--- config.mk ---
export PLATFORM = sky130hd
export DESIGN_NAME = cdb_wb_arbiter_flat
export DESIGN_NICKNAME = d
export VERILOG_FILES = /design/src/rtl/cdb_wb_arbiter_if.sv /design/src/rtl/cdb_wb_arbiter.sv /design/src/flat_wrapper.sv
export SDC_FILE = /design/constraint.sdc
export NUM_CORES = 1
export LEC_CHECK = 0
export BUFFER_PORTS_ARGS = -buffer_cell sky130_fd_sc_hd__buf_2
export CORE_MARGIN = 4
export CORE_UTILIZATION = 30
export CTS_CLUSTER_SIZE = 20
export DETAILED_ROUTE_END_ITERATION = 10
export PLACE_DENSITY = 0.68
export SLEW_MARGIN = 20
export SYNTH_ARGS = -nofsm -noshare
export SYNTH_HDL_FRONTEND = slang
export SYNTH_SLANG_ARGS = --single-unit
--- constraint.sdc ---
create_clock -name clk -period 3.5 [get_ports clk]
set_input_delay 0.35 -clock clk [delete_from_list [all_inputs] [get_ports clk]]
set_output_delay 0.35 -clock clk [all_outputs]
set_load 0.005 [all_outputs]
--- src/rtl/cdb_wb_arbiter_if.sv ---
// Functional-unit result handshake and common-data-bus broadcast bundle.
// master = result producers and bus consumers; slave = the arbiter.
interface cdb_wb_arbiter_if #(
   parameter int NUM_REQ       = 5,
   parameter int PHYS_REG_BITS = 6,
   parameter int ROB_NUM_BITS  = 4
);
   logic [NUM_REQ-1:0]               req_valid;
   logic [NUM_REQ*5-1:0]             req_rd_addr;
   logic [NUM_REQ*PHYS_REG_BITS-1:0] req_rd_paddr;
   logic [NUM_REQ*32-1:0]            req_rd_data;
   logic [NUM_REQ*ROB_NUM_BITS-1:0]  req_rob_addr;
   logic [NUM_REQ-1:0]               req_ready;

   logic                             cdb_valid;
   logic [4:0]                       cdb_rd_addr;
   logic [PHYS_REG_BITS-1:0]         cdb_rd_paddr;
   logic [31:0]                      cdb_rd_data;
   logic [ROB_NUM_BITS-1:0]          cdb_rob_addr;
   logic [31:0]                      cdb_conflict_cnt;

   modport master (
      output req_valid, req_rd_addr, req_rd_paddr, req_rd_data, req_rob_addr,
      input  req_ready,
      input  cdb_valid, cdb_rd_addr, cdb_rd_paddr, cdb_rd_data, cdb_rob_addr,
      input  cdb_conflict_cnt
   );

   modport slave (
      input  req_valid, req_rd_addr, req_rd_paddr, req_rd_data, req_rob_addr,
      output req_ready,
      output cdb_valid, cdb_rd_addr, cdb_rd_paddr, cdb_rd_data, cdb_rob_addr,
      output cdb_conflict_cnt
   );
endinterface

--- src/rtl/cdb_wb_arbiter.sv ---
// Round-robin common-data-bus arbiter with a registered one-cycle broadcast.
// Optional contention counter enabled by defining CDB_CONFLICT_CNT_EN.
module cdb_wb_arbiter #(
   parameter int NUM_REQ       = 5,
   parameter int PHYS_REG_BITS = 6,
   parameter int ROB_NUM_BITS  = 4
) (
   input  logic                       clk,
   input  logic                       rst,
   input  logic                       flush,
   cdb_wb_arbiter_if.slave            bus,
   output logic [$clog2(NUM_REQ)-1:0] dbg_rr_ptr_o
);
   localparam int PTR_W = $clog2(NUM_REQ);
   localparam logic [PTR_W-1:0] LAST_IDX = PTR_W'(NUM_REQ - 1);

   // Handshake: unit i transfers when req_valid[i] && req_ready[i]; req_ready is
   // combinational, at most one-hot, and low during rst or flush.
   logic [PTR_W-1:0]         rr_ptr_q, rr_ptr_d;
   logic                     cdb_valid_q, cdb_valid_d;
   logic [4:0]               cdb_rd_addr_q, cdb_rd_addr_d;
   logic [PHYS_REG_BITS-1:0] cdb_rd_paddr_q, cdb_rd_paddr_d;
   logic [31:0]              cdb_rd_data_q, cdb_rd_data_d;
   logic [ROB_NUM_BITS-1:0]  cdb_rob_addr_q, cdb_rob_addr_d;

   logic                     found;
   logic [PTR_W-1:0]         gnt_idx;
   logic [PTR_W:0]           sum;
   logic [PTR_W-1:0]         idx;
   logic                     xfer;
   logic [NUM_REQ-1:0]       grant;
   logic [4:0]               sel_rd_addr;
   logic [PHYS_REG_BITS-1:0] sel_rd_paddr;
   logic [31:0]              sel_rd_data;
   logic [ROB_NUM_BITS-1:0]  sel_rob_addr;

   always_comb begin
      found   = 1'b0;
      gnt_idx = '0;
      sum     = '0;
      idx     = '0;
      for (int k = 0; k < NUM_REQ; k++) begin
         sum = {1'b0, rr_ptr_q} + (PTR_W+1)'(k);
         if (sum >= (PTR_W+1)'(NUM_REQ)) sum = sum - (PTR_W+1)'(NUM_REQ);
         idx = sum[PTR_W-1:0];
         if (!found && bus.req_valid[idx]) begin
            found   = 1'b1;
            gnt_idx = idx;
         end
      end
   end

   assign xfer = found && !rst && !flush;

   always_comb begin
      grant = '0;
      if (xfer) grant[gnt_idx] = 1'b1;
   end

   assign sel_rd_addr  = bus.req_rd_addr [int'(gnt_idx)*5 +: 5];
   assign sel_rd_paddr = bus.req_rd_paddr[int'(gnt_idx)*PHYS_REG_BITS +: PHYS_REG_BITS];
   assign sel_rd_data  = bus.req_rd_data [int'(gnt_idx)*32 +: 32];
   assign sel_rob_addr = bus.req_rob_addr[int'(gnt_idx)*ROB_NUM_BITS +: ROB_NUM_BITS];

   always_comb begin
      rr_ptr_d       = rr_ptr_q;
      cdb_valid_d    = xfer;
      cdb_rd_addr_d  = cdb_rd_addr_q;
      cdb_rd_paddr_d = cdb_rd_paddr_q;
      cdb_rd_data_d  = cdb_rd_data_q;
      cdb_rob_addr_d = cdb_rob_addr_q;
      if (xfer) begin
         rr_ptr_d       = (gnt_idx == LAST_IDX) ? '0 : gnt_idx + 1'b1;
         cdb_rd_addr_d  = sel_rd_addr;
         cdb_rd_paddr_d = sel_rd_paddr;
         // x0 results still complete in the ROB but must never carry data.
         cdb_rd_data_d  = (sel_rd_addr == 5'd0) ? 32'd0 : sel_rd_data;
         cdb_rob_addr_d = sel_rob_addr;
      end
   end

   always_ff @(posedge clk) begin
      if (rst) begin
         rr_ptr_q       <= '0;
         cdb_valid_q    <= 1'b0;
         cdb_rd_addr_q  <= '0;
         cdb_rd_paddr_q <= '0;
         cdb_rd_data_q  <= '0;
         cdb_rob_addr_q <= '0;
      end else begin
         rr_ptr_q       <= rr_ptr_d;
         cdb_valid_q    <= cdb_valid_d;
         cdb_rd_addr_q  <= cdb_rd_addr_d;
         cdb_rd_paddr_q <= cdb_rd_paddr_d;
         cdb_rd_data_q  <= cdb_rd_data_d;
         cdb_rob_addr_q <= cdb_rob_addr_d;
      end
   end

   // A flush squashes the broadcast registered in the cycle before it.
   assign bus.cdb_valid    = cdb_valid_q && !flush;
   assign bus.req_ready    = grant;
   assign bus.cdb_rd_addr  = cdb_rd_addr_q;
   assign bus.cdb_rd_paddr = cdb_rd_paddr_q;
   assign bus.cdb_rd_data  = cdb_rd_data_q;
   assign bus.cdb_rob_addr = cdb_rob_addr_q;
   assign dbg_rr_ptr_o     = rr_ptr_q;

`ifdef CDB_CONFLICT_CNT_EN
   logic [31:0] conflict_cnt_q, conflict_cnt_d;

   always_comb begin
      conflict_cnt_d = conflict_cnt_q;
      if (!flush && ($countones(bus.req_valid) >= 2) && (conflict_cnt_q != 32'hFFFF_FFFF))
         conflict_cnt_d = conflict_cnt_q + 32'd1;
   end

   always_ff @(posedge clk) begin
      if (rst) conflict_cnt_q <= '0;
      else     conflict_cnt_q <= conflict_cnt_d;
   end

   assign bus.cdb_conflict_cnt = conflict_cnt_q;
`else
   assign bus.cdb_conflict_cnt = 32'd0;
`endif
endmodule

--- src/flat_wrapper.sv ---
// flat-port wrapper written by rule: the top's interface ports become plain ports
module cdb_wb_arbiter_flat 
#(
   parameter int NUM_REQ       = 5,
   parameter int PHYS_REG_BITS = 6,
   parameter int ROB_NUM_BITS  = 4
)
  (clk, rst, flush, dbg_rr_ptr_o, bus_req_valid, bus_req_rd_addr, bus_req_rd_paddr, bus_req_rd_data, bus_req_rob_addr, bus_req_ready, bus_cdb_valid, bus_cdb_rd_addr, bus_cdb_rd_paddr, bus_cdb_rd_data, bus_cdb_rob_addr, bus_cdb_conflict_cnt);
  cdb_wb_arbiter_if #(.NUM_REQ(NUM_REQ), .PHYS_REG_BITS(PHYS_REG_BITS), .ROB_NUM_BITS(ROB_NUM_BITS)) bus_i ();
  input  logic clk;
  input  logic rst;
  input  logic flush;
  output logic [$clog2(NUM_REQ)-1:0] dbg_rr_ptr_o;
  input wire logic [$bits(bus_i.req_valid)-1:0] bus_req_valid;
  input wire logic [$bits(bus_i.req_rd_addr)-1:0] bus_req_rd_addr;
  input wire logic [$bits(bus_i.req_rd_paddr)-1:0] bus_req_rd_paddr;
  input wire logic [$bits(bus_i.req_rd_data)-1:0] bus_req_rd_data;
  input wire logic [$bits(bus_i.req_rob_addr)-1:0] bus_req_rob_addr;
  output wire logic [$bits(bus_i.req_ready)-1:0] bus_req_ready;
  output wire logic [$bits(bus_i.cdb_valid)-1:0] bus_cdb_valid;
  output wire logic [$bits(bus_i.cdb_rd_addr)-1:0] bus_cdb_rd_addr;
  output wire logic [$bits(bus_i.cdb_rd_paddr)-1:0] bus_cdb_rd_paddr;
  output wire logic [$bits(bus_i.cdb_rd_data)-1:0] bus_cdb_rd_data;
  output wire logic [$bits(bus_i.cdb_rob_addr)-1:0] bus_cdb_rob_addr;
  output wire logic [$bits(bus_i.cdb_conflict_cnt)-1:0] bus_cdb_conflict_cnt;
  assign bus_i.req_valid = bus_req_valid;
  assign bus_i.req_rd_addr = bus_req_rd_addr;
  assign bus_i.req_rd_paddr = bus_req_rd_paddr;
  assign bus_i.req_rd_data = bus_req_rd_data;
  assign bus_i.req_rob_addr = bus_req_rob_addr;
  assign bus_req_ready = bus_i.req_ready;
  assign bus_cdb_valid = bus_i.cdb_valid;
  assign bus_cdb_rd_addr = bus_i.cdb_rd_addr;
  assign bus_cdb_rd_paddr = bus_i.cdb_rd_paddr;
  assign bus_cdb_rd_data = bus_i.cdb_rd_data;
  assign bus_cdb_rob_addr = bus_i.cdb_rob_addr;
  assign bus_cdb_conflict_cnt = bus_i.cdb_conflict_cnt;
  cdb_wb_arbiter #(.NUM_REQ(NUM_REQ), .PHYS_REG_BITS(PHYS_REG_BITS), .ROB_NUM_BITS(ROB_NUM_BITS)) u_core (.clk(clk), .rst(rst), .flush(flush), .bus(bus_i), .dbg_rr_ptr_o(dbg_rr_ptr_o));
endmodule
# Word level (Yosys, flattened, before mapping)
# Cells that the tools add are included.
# Widths: inputs -> output; s select.
totals:
  latch_bits: 0
  n_memories: 0
  word_cells: 80
  mem_bits_ro: 0
  regBits: 51
  ramBits: 0
classes:
  n_mul: 2
  reduce_logical: 15
  n_eq_ne: 1
  bitwise_logic: 0
  n_shift: 4
  div_mod_pow: 0
  n_lt_le_gt_ge: 12
  n_mux: 30
  add_sub_neg: 10
ops:
  columns: ["cell", "count"]
  rows:
  - ["$shiftx 160x9->32", 1]
  - ["$mux 3", 11]
  - ["$mux 32", 1]
  - ["$shiftx 25x32->5", 1]
  - ["$shiftx 30x32->6", 1]
  - ["$lt 3x4->1 const B", 6]
  - ["$shiftx 20x6->4", 1]
  - ["$ge 4x3->1 const B", 4]
  - ["$bmux 1 s3", 5]
  - ["$sub 3x3->3 const B", 5]
  - ["$mux 1", 11]
  - ["$add 3x2->4 const B", 2]
  - ["$logic_and 1x1->1", 8]
  - ["$logic_not 1->1", 6]
  - ["$mul 3x3->6 const B", 1]
  - ["$logic_not 5->1", 1]
  - ["$mul 3x2->5 const B", 1]
  - ["$mux 5", 1]
  - ["$add 3x1->4 const B", 1]
  - ["$add 3x3->4 const B", 1]
  - ["$add 3x1->3 const B", 1]
  - ["$demux 1 s3", 1]
  - ["$eq 3x3->1 const B", 1]
  - ["$ge 3x1->1 const B", 1]
  - ["$ge 3x3->1 const B", 1]

# Logic depth before layout (Yosys ltp)
# Gate-level depths: netlist (run 1).
logic_depth:
  word_depth: 22
  depth_mapped: 20
  depth_no_buf: 16

# Worst setup path before layout (run 1)
# OpenSTA, ideal clock, no wires.
synth_timing:
  kind: "reg2reg"
  start: "register u_core.rr_ptr_q[0] (netlist: u_core.dbg_rr_ptr_o[0])"
  end: "register u_core.cdb_rd_paddr_q[2] (netlist: u_core.bus.cdb_rd_paddr[2])"
  stages_incl_launch_ff: 19
  setup_slack_ns: -0.406
  t_required_ns: 3.372
  arrival_ns: 3.779
  synth_period_minus_slack_ns: 3.906
  cell_sequence: "dfxtp_1 > inv_1 > ha_1 > inv_1 > fa_1 > a211oi_1 > a21oi_1 > a21o_1 > a31o_2 > a311o_1 > a221o_1 > buf_2 > and3_1 > clkbuf_1 > buf_2 > a221oi_1 > nor2_1 > a21oi_1 > o21ai_1"
synth_via:
  elab_chain_len: 19
  word_cells_on_any_way: 51
  cone_classes: "add/sub (9); mul (1); order compare (5); shift (1); mux (25); reduce/logical (10)"
synth_rtl:
  columns: ["element", "line", "source"]
  rows:
  - ["start: declaration", "cdb_wb_arbiter.sv:19", "logic [PTR_W-1:0] rr_ptr_q, rr_ptr_d;"]
  - ["start signal: assignment", "cdb_wb_arbiter.sv:91", "rr_ptr_q <= rr_ptr_d;"]
  - ["parallel branches: the longest is 19 deep, another holds $add 3x1->4", null, null]
  - ["end signal: assignment", "cdb_wb_arbiter.sv:94", "cdb_rd_paddr_q <= cdb_rd_paddr_d;"]
  - ["end: declaration", "cdb_wb_arbiter.sv:22", "logic [PHYS_REG_BITS-1:0] cdb_rd_paddr_q, cdb_rd_paddr_d;"]
# Parallel ways; which one is timed is not known. The select of a mux whose other input is x is not followed.
# A chain may end at the register's enable or synchronous reset.

# Worst setup path after layout (run 1)
layout_timing:
  start: "register u_core.rr_ptr_q[1] (netlist: u_core.dbg_rr_ptr_o[1])"
  end: "output port bus_req_ready[2]"
layout_via:
  elab_chain_len: 22
  word_cells_on_any_way: 55
  cone_classes: "add/sub (9); order compare (7); mux (28); reduce/logical (11)"
layout_rtl:
  columns: ["element", "line", "source"]
  rows:
  - ["parallel branches: the longest is 21 deep, another holds $add 3x1->4", null, null]
  - ["$mux 5 *", "cdb_wb_arbiter.sv:57", "if (xfer) grant[gnt_idx] = 1'b1;"]
  - ["end: declaration", "flat_wrapper.sv:19", "output wire logic [$bits(bus_i.req_ready)-1:0] bus_req_ready;"]
# Mark *: on every way between the ends. The select of a mux whose other input is x is not followed.

==> results.txt, run 1 <==
The post-synth design cell area came out at 5270 um2. The final period demand of the worst path is 3.92 ns. In this run the worst path has a maximum fanout of 7. The height of the die came out at 141 um. The DRC violation total after the first TritonRoute iteration came out at 520.

The required time reported for the critical path endpoint came out at 3.15 ns. Counting flops with an async set or reset pin after synthesis yields a share of 0%. The number of different library cells used by synthesis comes to 72. For the final database, setup skew stands at 0.0168 ns. The residual overflow from global routing is 0.

The max-slew violation total from the final report came out at 0. The critical path capture point type is a primary output. The total number of H-tree levels came out at 2. The maximum frequency from static timing analysis came out at 255 MHz. Setup violations remaining at the end of the flow were counted as 53. The pin slew with the least headroom to its limit is 0.540 ns. The net total in the final layout is 1346.

The overall global routing resource usage came out at 23.9%. The synthesized instance count came out at 719. The later pin in the worst-skew pair is clocked with a latency of 0.31 ns. The area of the core region came out at 17200 um2. The count of boundary I/O pins came out at 331. The share of final-layout standard cells stronger than drive strength 1 is 51.3%. The final routed wire length divided by cell count came out at 19.3 um.

In this run the worst hold path is classified as in2reg. The die covers 19800 um2. In the routed design, unresolved DRC markers number 0.

The global-route wire length before repair is 38000 um. At the end of routability-driven placement, the weighted congestion stood at 0.970. Among all flip-flop cells after synthesis, the most frequent one is sky130_fd_sc_hd__dfxtp_1. The antenna violation net count after detailed routing is 0. The root buffer cell chosen for the clock tree is sky130_fd_sc_hd__clkbuf_16. The post-route standard cell area excluding fillers came out at 9050 um2. The max-cap violation count came out at 0. The number of hold violations in the final report is 0. The final reports fail on setup timing. The synthesis-to-layout area growth came out at 71.7%.

The antenna diode instance count came out at 0. The quantity of I/O buffers inserted on ports is 298. Counting flops with a built-in enable in the synthesized netlist gives 0. The hold-fix buffer count after cts came out at 0. The number of placed instances, taps included, is 1273. The share of the Yosys chip area taken by registers is 19.4%.

The final cell count without fillers came out at 1318. The worst setup path is launched from a flip-flop. The via density per instance came out at 5.44. Synthesis inferred 51 register bits.

Setup repair after global routing could not meet its margin everywhere. The iteration count of the initial detailed-routing pass came out at 5. The area after detailed placement is 7770 um2. The type of the setup path with the least slack is reg2out. The initial antenna violation count is 1. The clock edge transition at the registers on the reported setup and hold paths is 0.07 ns. The library cell used most frequently in the layout, excluding fill and tap cells, is sky130_fd_sc_hd__buf_2.

The worst hold margin came out at 0.324 ns. The share of the clock period used by the worst path came out at 112%. Leaving out fill and tap cells, the most frequent cells in the layout are 298 x sky130_fd_sc_hd__buf_2, 93 x sky130_fd_sc_hd__nand2_1, 82 x sky130_fd_sc_hd__buf_4. The number of buffers created by CTS is 5.

The run finished, with violations left. The worst endpoint data arrival time is 3.57 ns. The via count of the first global-routing pass came out at 6807. The headroom to the max-slew limit is 63.9%. In the post-route analysis, the smallest setup slack over all paths is -0.423 ns. TritonCTS built the clock tree. The deepest clock path buffer count is 2. The HPWL after detailed placement is 18600 um.

A synthesized cell averages 7.33 um2. The die width came out at 141 um. The total wire length after detailed routing is 25500 um. The maximum number of pins on one net before global-route repair came out at 44. The number of warnings issued by yosys is 0.

The sink count of the clock tree came out at 51. After floorplanning, the core was divided into 48 placement rows. The starting density of the core is 30.6%. Detailed routing inserted a total of 7173 vias. The fraction of the core area covered by cells at the end of the flow came out at 52.5%. Counting the fill cells in the layout gives 1617.
## cells by family after synthesis
logic type,after synthesis,share of synthesized area [%]
AO/OA/AOI/OAI,235,33.0
XOR/XNOR,5,0.831
adder cells (fa/ha/maj),11,2.75
buffers and inverters,110,11.2
flip-flops,51,19.4
multiplexers,47,8.97
other,1,0.0711
AND/OR/NAND/NOR,259,23.8
## final timing paths
path / startpoint / endpoint / slack [ns] / depth (start not counted)
worst max-delay path: u_core.dbg_rr_ptr_o[1]$_SDFFE_PP0P_ / bus_req_ready[2] / -0.42 / 16
worst min-delay path: bus_req_rd_paddr[25] / u_core.bus.cdb_rd_paddr[1]$_SDFFE_PP0P_ / 0.32 / 3
worst max register to register: u_core.dbg_rr_ptr_o[1]$_SDFFE_PP0P_ / u_core.bus.cdb_rd_data[8]$_SDFFE_PP0P_ / -0.42 / 18
worst min register to register: u_core.bus.cdb_rd_addr[2]$_SDFFE_PP0P_ / u_core.bus.cdb_rd_addr[2]$_SDFFE_PP0P_ / 0.46 / 2
## metal layers
layer  share of wire (%)  vias to the layer above  wire (um)  track usage, %
li1                    -                     3418          -               -
met4                 2.3                        2        586            5.41
met1                  41                     3366      10500            31.2
met5               0.051                        -         13               0
met3                 6.8                       50       1740            4.34
met2                  50                      337      12600            41.1
## area by class of cell
type | instances | area (um2) | area share [%]
Sequential cell | 51 | 1030 | 11.4
Timing Repair Buffer | 431 | 2980 | 32.9
Clock inverter | 1 | 30.0 | 0.332
Multi-Input combinational cell | 589 | 4480 | 49.5
Inverter | 12 | 81.3 | 0.898
Timing Repair inverter | 2 | 15.0 | 0.166
Tap cell | 225 | 282 | 3.11
Clock buffer | 7 | 154 | 1.70
## metrics by stage
step | setup TNS (ns) | setup slack [ns]
floorplan | -2.25 | -0.0990
global placement | -15.22 | -0.375
detailed placement | -21.49 | -0.513
CTS | -12.88 | -0.324
global route | -25.64 | -0.580
finish | -17.64 | -0.423
## sequential cells by signal (all words and copies together) (netlist names)
signal and count:
u_core.bus.cdb_rd_addr 5, u_core.bus.cdb_rob_addr 4, u_core.bus.cdb_rd_paddr 6, u_core.cdb_valid_q 1, u_core.bus.cdb_rd_data 32, u_core.dbg_rr_ptr_o 3
## what timing repair did
item | CTS | global route
pin swaps | 23 | 21
endpoints found under the hold margin | 0 | 0
gates cloned | 5 | 4
endpoints found under the setup margin | 54 | 55
buffers inserted | 20 | 9
gates resized for setup | 84 | 67
## synthesized netlist by cell type (16+ instances only)
cell,n,share of area [%]
sky130_fd_sc_hd__dfxtp_1,51,19
sky130_fd_sc_hd__a32oi_1,19,3.2
sky130_fd_sc_hd__nand2_1,97,6.9
sky130_fd_sc_hd__a22oi_1,18,2.6
sky130_fd_sc_hd__nor2_1,33,2.3
sky130_fd_sc_hd__a211oi_1,17,2.4
sky130_fd_sc_hd__nand3_1,41,3.9
sky130_fd_sc_hd__or3_1,16,1.9
sky130_fd_sc_hd__buf_4,38,5.4
sky130_fd_sc_hd__o22ai_1,19,2.3
sky130_fd_sc_hd__buf_2,18,1.7
sky130_fd_sc_hd__a31oi_1,19,2.3
sky130_fd_sc_hd__o211ai_1,20,2.8
sky130_fd_sc_hd__clkbuf_1,34,2.4
sky130_fd_sc_hd__nor3_1,24,2.3
sky130_fd_sc_hd__mux2i_1,45,8.5
sky130_fd_sc_hd__a21oi_1,32,3.0
## worst max-delay path, stage by stage, from the launching register on
cell and delay, ns:
sky130_fd_sc_hd__dfxtp_4 0.40, sky130_fd_sc_hd__ha_4 0.14, sky130_fd_sc_hd__inv_2 0.03, sky130_fd_sc_hd__fa_2 0.41, sky130_fd_sc_hd__a211oi_4 0.33, sky130_fd_sc_hd__a21o_1 0.20
sky130_fd_sc_hd__a211oi_4 0.09, sky130_fd_sc_hd__a31o_4 0.23, sky130_fd_sc_hd__buf_6 0.12, sky130_fd_sc_hd__a311o_1 0.27, sky130_fd_sc_hd__a221o_1 0.41, sky130_fd_sc_hd__nand2_4 0.12
sky130_fd_sc_hd__buf_12 0.12, sky130_fd_sc_hd__inv_12 0.04, sky130_fd_sc_hd__buf_12 0.13, sky130_fd_sc_hd__nor3_4 0.09, sky130_fd_sc_hd__buf_2 0.14
Power of run 1 is left out: the tool's default activity adds up to more than one toggle a clock period on the data nets, which glitch-free logic cannot reach.
==> inputs of run 2 (changes only) <==
--- a/config.mk
+++ b/config.mk
@@ -6,12 +6,14 @@
 export NUM_CORES = 1
 export LEC_CHECK = 0
 export BUFFER_PORTS_ARGS = -buffer_cell sky130_fd_sc_hd__buf_2
+export CORE_ASPECT_RATIO = 0.7
 export CORE_MARGIN = 4
 export CORE_UTILIZATION = 30
 export CTS_CLUSTER_SIZE = 20
 export DETAILED_ROUTE_END_ITERATION = 10
+export MAX_ROUTING_LAYER = met4
 export PLACE_DENSITY = 0.68
-export SLEW_MARGIN = 20
+export SLEW_MARGIN = 40
 export SYNTH_ARGS = -nofsm -noshare
 export SYNTH_HDL_FRONTEND = slang
 export SYNTH_SLANG_ARGS = --single-unit
==> run 2 against run 1 <==
- the flow still finishes with violations (setup timing)
- utilization down 0.94 points
- sequential share of layout area up 0.22 points
- fmax up 3.0%
- sequential cell count unchanged
- clock skew down 0.0086 ns
- first-iteration DRC count up 21%
==> results.txt, run 2 (synthesized netlist as in run 1, its figures left out) <==
The library cells used most frequently in the layout, excluding fill and tap cells, are 298 x sky130_fd_sc_hd__buf_2, 104 x sky130_fd_sc_hd__buf_4, 96 x sky130_fd_sc_hd__nand2_1. The maximum number of pins on one net before global-route repair is 78. The checks that failed: setup timing. The iteration count of the initial detailed-routing pass came out at 8. The share of final-layout standard cells stronger than drive strength 1 came out at 51.6%. Summing all multi-input logic gate instances after layout gives 4480 um2. The startpoint of the most critical hold path is bus_req_rd_paddr[25]. The leading cell type in the layout, fill and taps excluded is sky130_fd_sc_hd__buf_2.

The final period demand of the worst path came out at 3.81 ns. Traced cell by cell, the critical path runs through inv_8, ha_4, inv_2, fa_2, a211oi_4, a21oi_2, a21o_1, a31o_4, nor4b_4, a21boi_4, a211oi_4, inv_2, buf_12, mux2i_4, o211ai_1, nor3_4, buf_6, a31oi_1. The height of the die came out at 119 um. The final-layout fill cell count came out at 1670. The maximum frequency from static timing analysis is 262 MHz.

The total wire length after detailed routing is 24800 um. The final RePlAce weighted congestion is 0.982. The count of cells along the worst hold path is 3. The initial antenna violation count came out at 1. The cell with the largest stage delay on the worst path is sky130_fd_sc_hd__fa_2. Clock-pin slew was measured on the worst setup and hold paths at 0.07 ns. At the worst endpoint, the arrival time is 3.99 ns. The critical path capture point type is a flip-flop.

The max-cap violation count came out at 0. The floorplan step set the die width to 166 um. The first global-routing pass estimated 36900 um of wire. The number of placement rows is 40. The total number of H-tree levels is 2. Across the whole layout, storage elements account for 1030 um2. After routing, the total negative slack on setup checks comes to -11.92 ns. Setup repair after global routing could not meet its margin everywhere. The required time reported for the critical path endpoint is 3.68 ns.

The type of the setup path with the least slack is reg2reg. The sink count of the clock tree came out at 51. The capture point of the worst reg-to-reg path is u_core.bus.cdb_rd_data[29]$_SDFFE_PP0P_. The starting density of the core is 30.6%. In this run the worst hold path is classified as in2reg. The highest fanout seen on the critical path came out at 16. The quantity of I/O buffers inserted on ports came out at 298. No sink is reached through more buffers than the 2 on the longest clock path. The maximum cell stage delay along the critical path came out at 0.38 ns.

After detailed routing, the number of remaining DRC violations is 0. The run finished, with violations left. The number of buffers and inverters on the critical path is 5. The number of flip-flops under the largest register name came out at 32.

The synthesis-to-layout area growth came out at 68.4%. The number of buffers created by CTS came out at 5. The via count of the first global-routing pass is 6808.

The source-to-sink clock delay at the later pin of the worst-skew pair came out at 0.29 ns. The worst register-to-register path begins at u_core.dbg_rr_ptr_o[0]$_SDFFE_PP0P_. After global routing the overflow that remains totals 0. The number of cells on the worst reg-to-reg path is 18.

The cell chosen for the clock root is sky130_fd_sc_hd__clkbuf_16. The cell family contributing the most delay on the critical path is compound AO/OA/AOI/OAI gates. The number of setup violations in the final report is 49. For hold timing, the worst endpoint is u_core.bus.cdb_rd_paddr[1]$_SDFFE_PP0P_. In this run the register-to-register setup slack is -0.31 ns. Dividing the detail-routed via count by the number of cells gives 5.38.

In the global route stage, overall resource usage came out at 23.4%. The startpoint class of the critical path is a flip-flop. The final routed wire length divided by cell count came out at 18.6 um. The detailed router finished its first iteration with 631 violations.

The number of hold violations in the final report is 0. The max-slew violation total from the final report is 0. 331 I/O pins were placed. The final layout contains 1354 nets. The post-layout worst setup margin is -0.310 ns.

For the final database, setup skew stands at 0.00820 ns. The antenna violation net count after detailed routing came out at 0. The region available for standard cell placement spans 17200 um2. In this run the number of cells on the critical path is 18. TritonCTS built the clock tree. The die area came out at 19800 um2. The share of the clock period used by the worst path came out at 109%. Across all layers, the routed design uses 7177 vias. The placed wire-length estimate is 18600 um.
-- run 2: cell types whose count changed in the layout (fill, tap and decap cells not counted), sizes merged --
cell      change
buf          +11
bufinv        -2
clkbuf        -3
clkinv        +1
clkinvlp      +1
diode         +1
-- run 2: cell type report --
type                       count  share of cell area, %
timing repair inverter         1                 0.0986
multi-input combinational    589                   50.4
clock buffer                   6                   1.45
antenna                        1                 0.0282
timing repair buffer         440                   32.3
sequential                    51                   11.6
clock inverter                 2                  0.141
inverter                      12                  0.761
tap                          231                   3.25
-- run 2: what timing repair did --
| item | 4_1_cts | 5_1_grt |
|---|---|---|
| hold buffers | 0 | 0 |
| buffers inserted | 20 | 18 |
| gates resized for setup | 81 | 56 |
| gates cloned | 4 | 0 |
| setup endpoints to repair | 48 | 55 |
| pin swaps | 20 | 25 |
-- run 2: through the flow --
stage | worst slack, ns | cells | hold WS, ns | utilization [%] | cell area (um2)
2_1_floorplan | -0.0990 | 750 | 0.459 | - | 5640
3_3_place_gp | -0.260 | 1285 | 0.450 | 45.1 | 7760
3_5_place_dp | -0.384 | 1287 | 0.463 | 45.2 | 7790
4_1_cts | -0.288 | 1318 | 0.317 | 49.7 | 8560
5_1_grt | -0.487 | 1333 | 0.335 | 51.6 | 8880
6_report | -0.310 | 1333 | 0.324 | 51.6 | 8880
-- run 2: per-layer routing --
| metal | vias up | GRT usage [%] | wire length [um] | share of wire, % |
|---|---|---|---|---|
| li1 | 3435 | - | - | - |
| met3 | 44 | 4.94 | 2180 | 8.8 |
| met4 | 0 | 5.98 | 607 | 2.4 |
| met5 | - | - | 0 | 0 |
| met2 | 375 | 36.1 | 11200 | 45 |
| met1 | 3323 | 31.4 | 10800 | 44 |
-- run 2: how the worst max path moves through the flow --
stage                                             start  slack (ns)                                 endpoint
global route        u_core.dbg_rr_ptr_o[0]$_SDFFE_PP0P_       -0.49  u_core.bus.cdb_rd_data[16]$_SDFFE_PP0P_
detailed placement  u_core.dbg_rr_ptr_o[0]$_SDFFE_PP0P_       -0.38  u_core.bus.cdb_rd_data[22]$_SDFFE_PP0P_
finish              u_core.dbg_rr_ptr_o[0]$_SDFFE_PP0P_       -0.31  u_core.bus.cdb_rd_data[29]$_SDFFE_PP0P_
floorplan           u_core.dbg_rr_ptr_o[0]$_SDFFE_PP0P_        -0.1  u_core.bus.cdb_rd_data[16]$_SDFFE_PP0P_
CTS                 u_core.dbg_rr_ptr_o[0]$_SDFFE_PP0P_       -0.29                         bus_req_ready[0]
global placement    u_core.dbg_rr_ptr_o[0]$_SDFFE_PP0P_       -0.26  u_core.bus.cdb_rd_data[22]$_SDFFE_PP0P_
-- run 2: tightest hold or removal path, cell delays in order --
cell and delay (ns):
sky130_fd_sc_hd__buf_2 0.08, sky130_fd_sc_hd__a21oi_1 0.06, sky130_fd_sc_hd__o21ai_1 0.10
Power of run 2 is left out for the same reason.
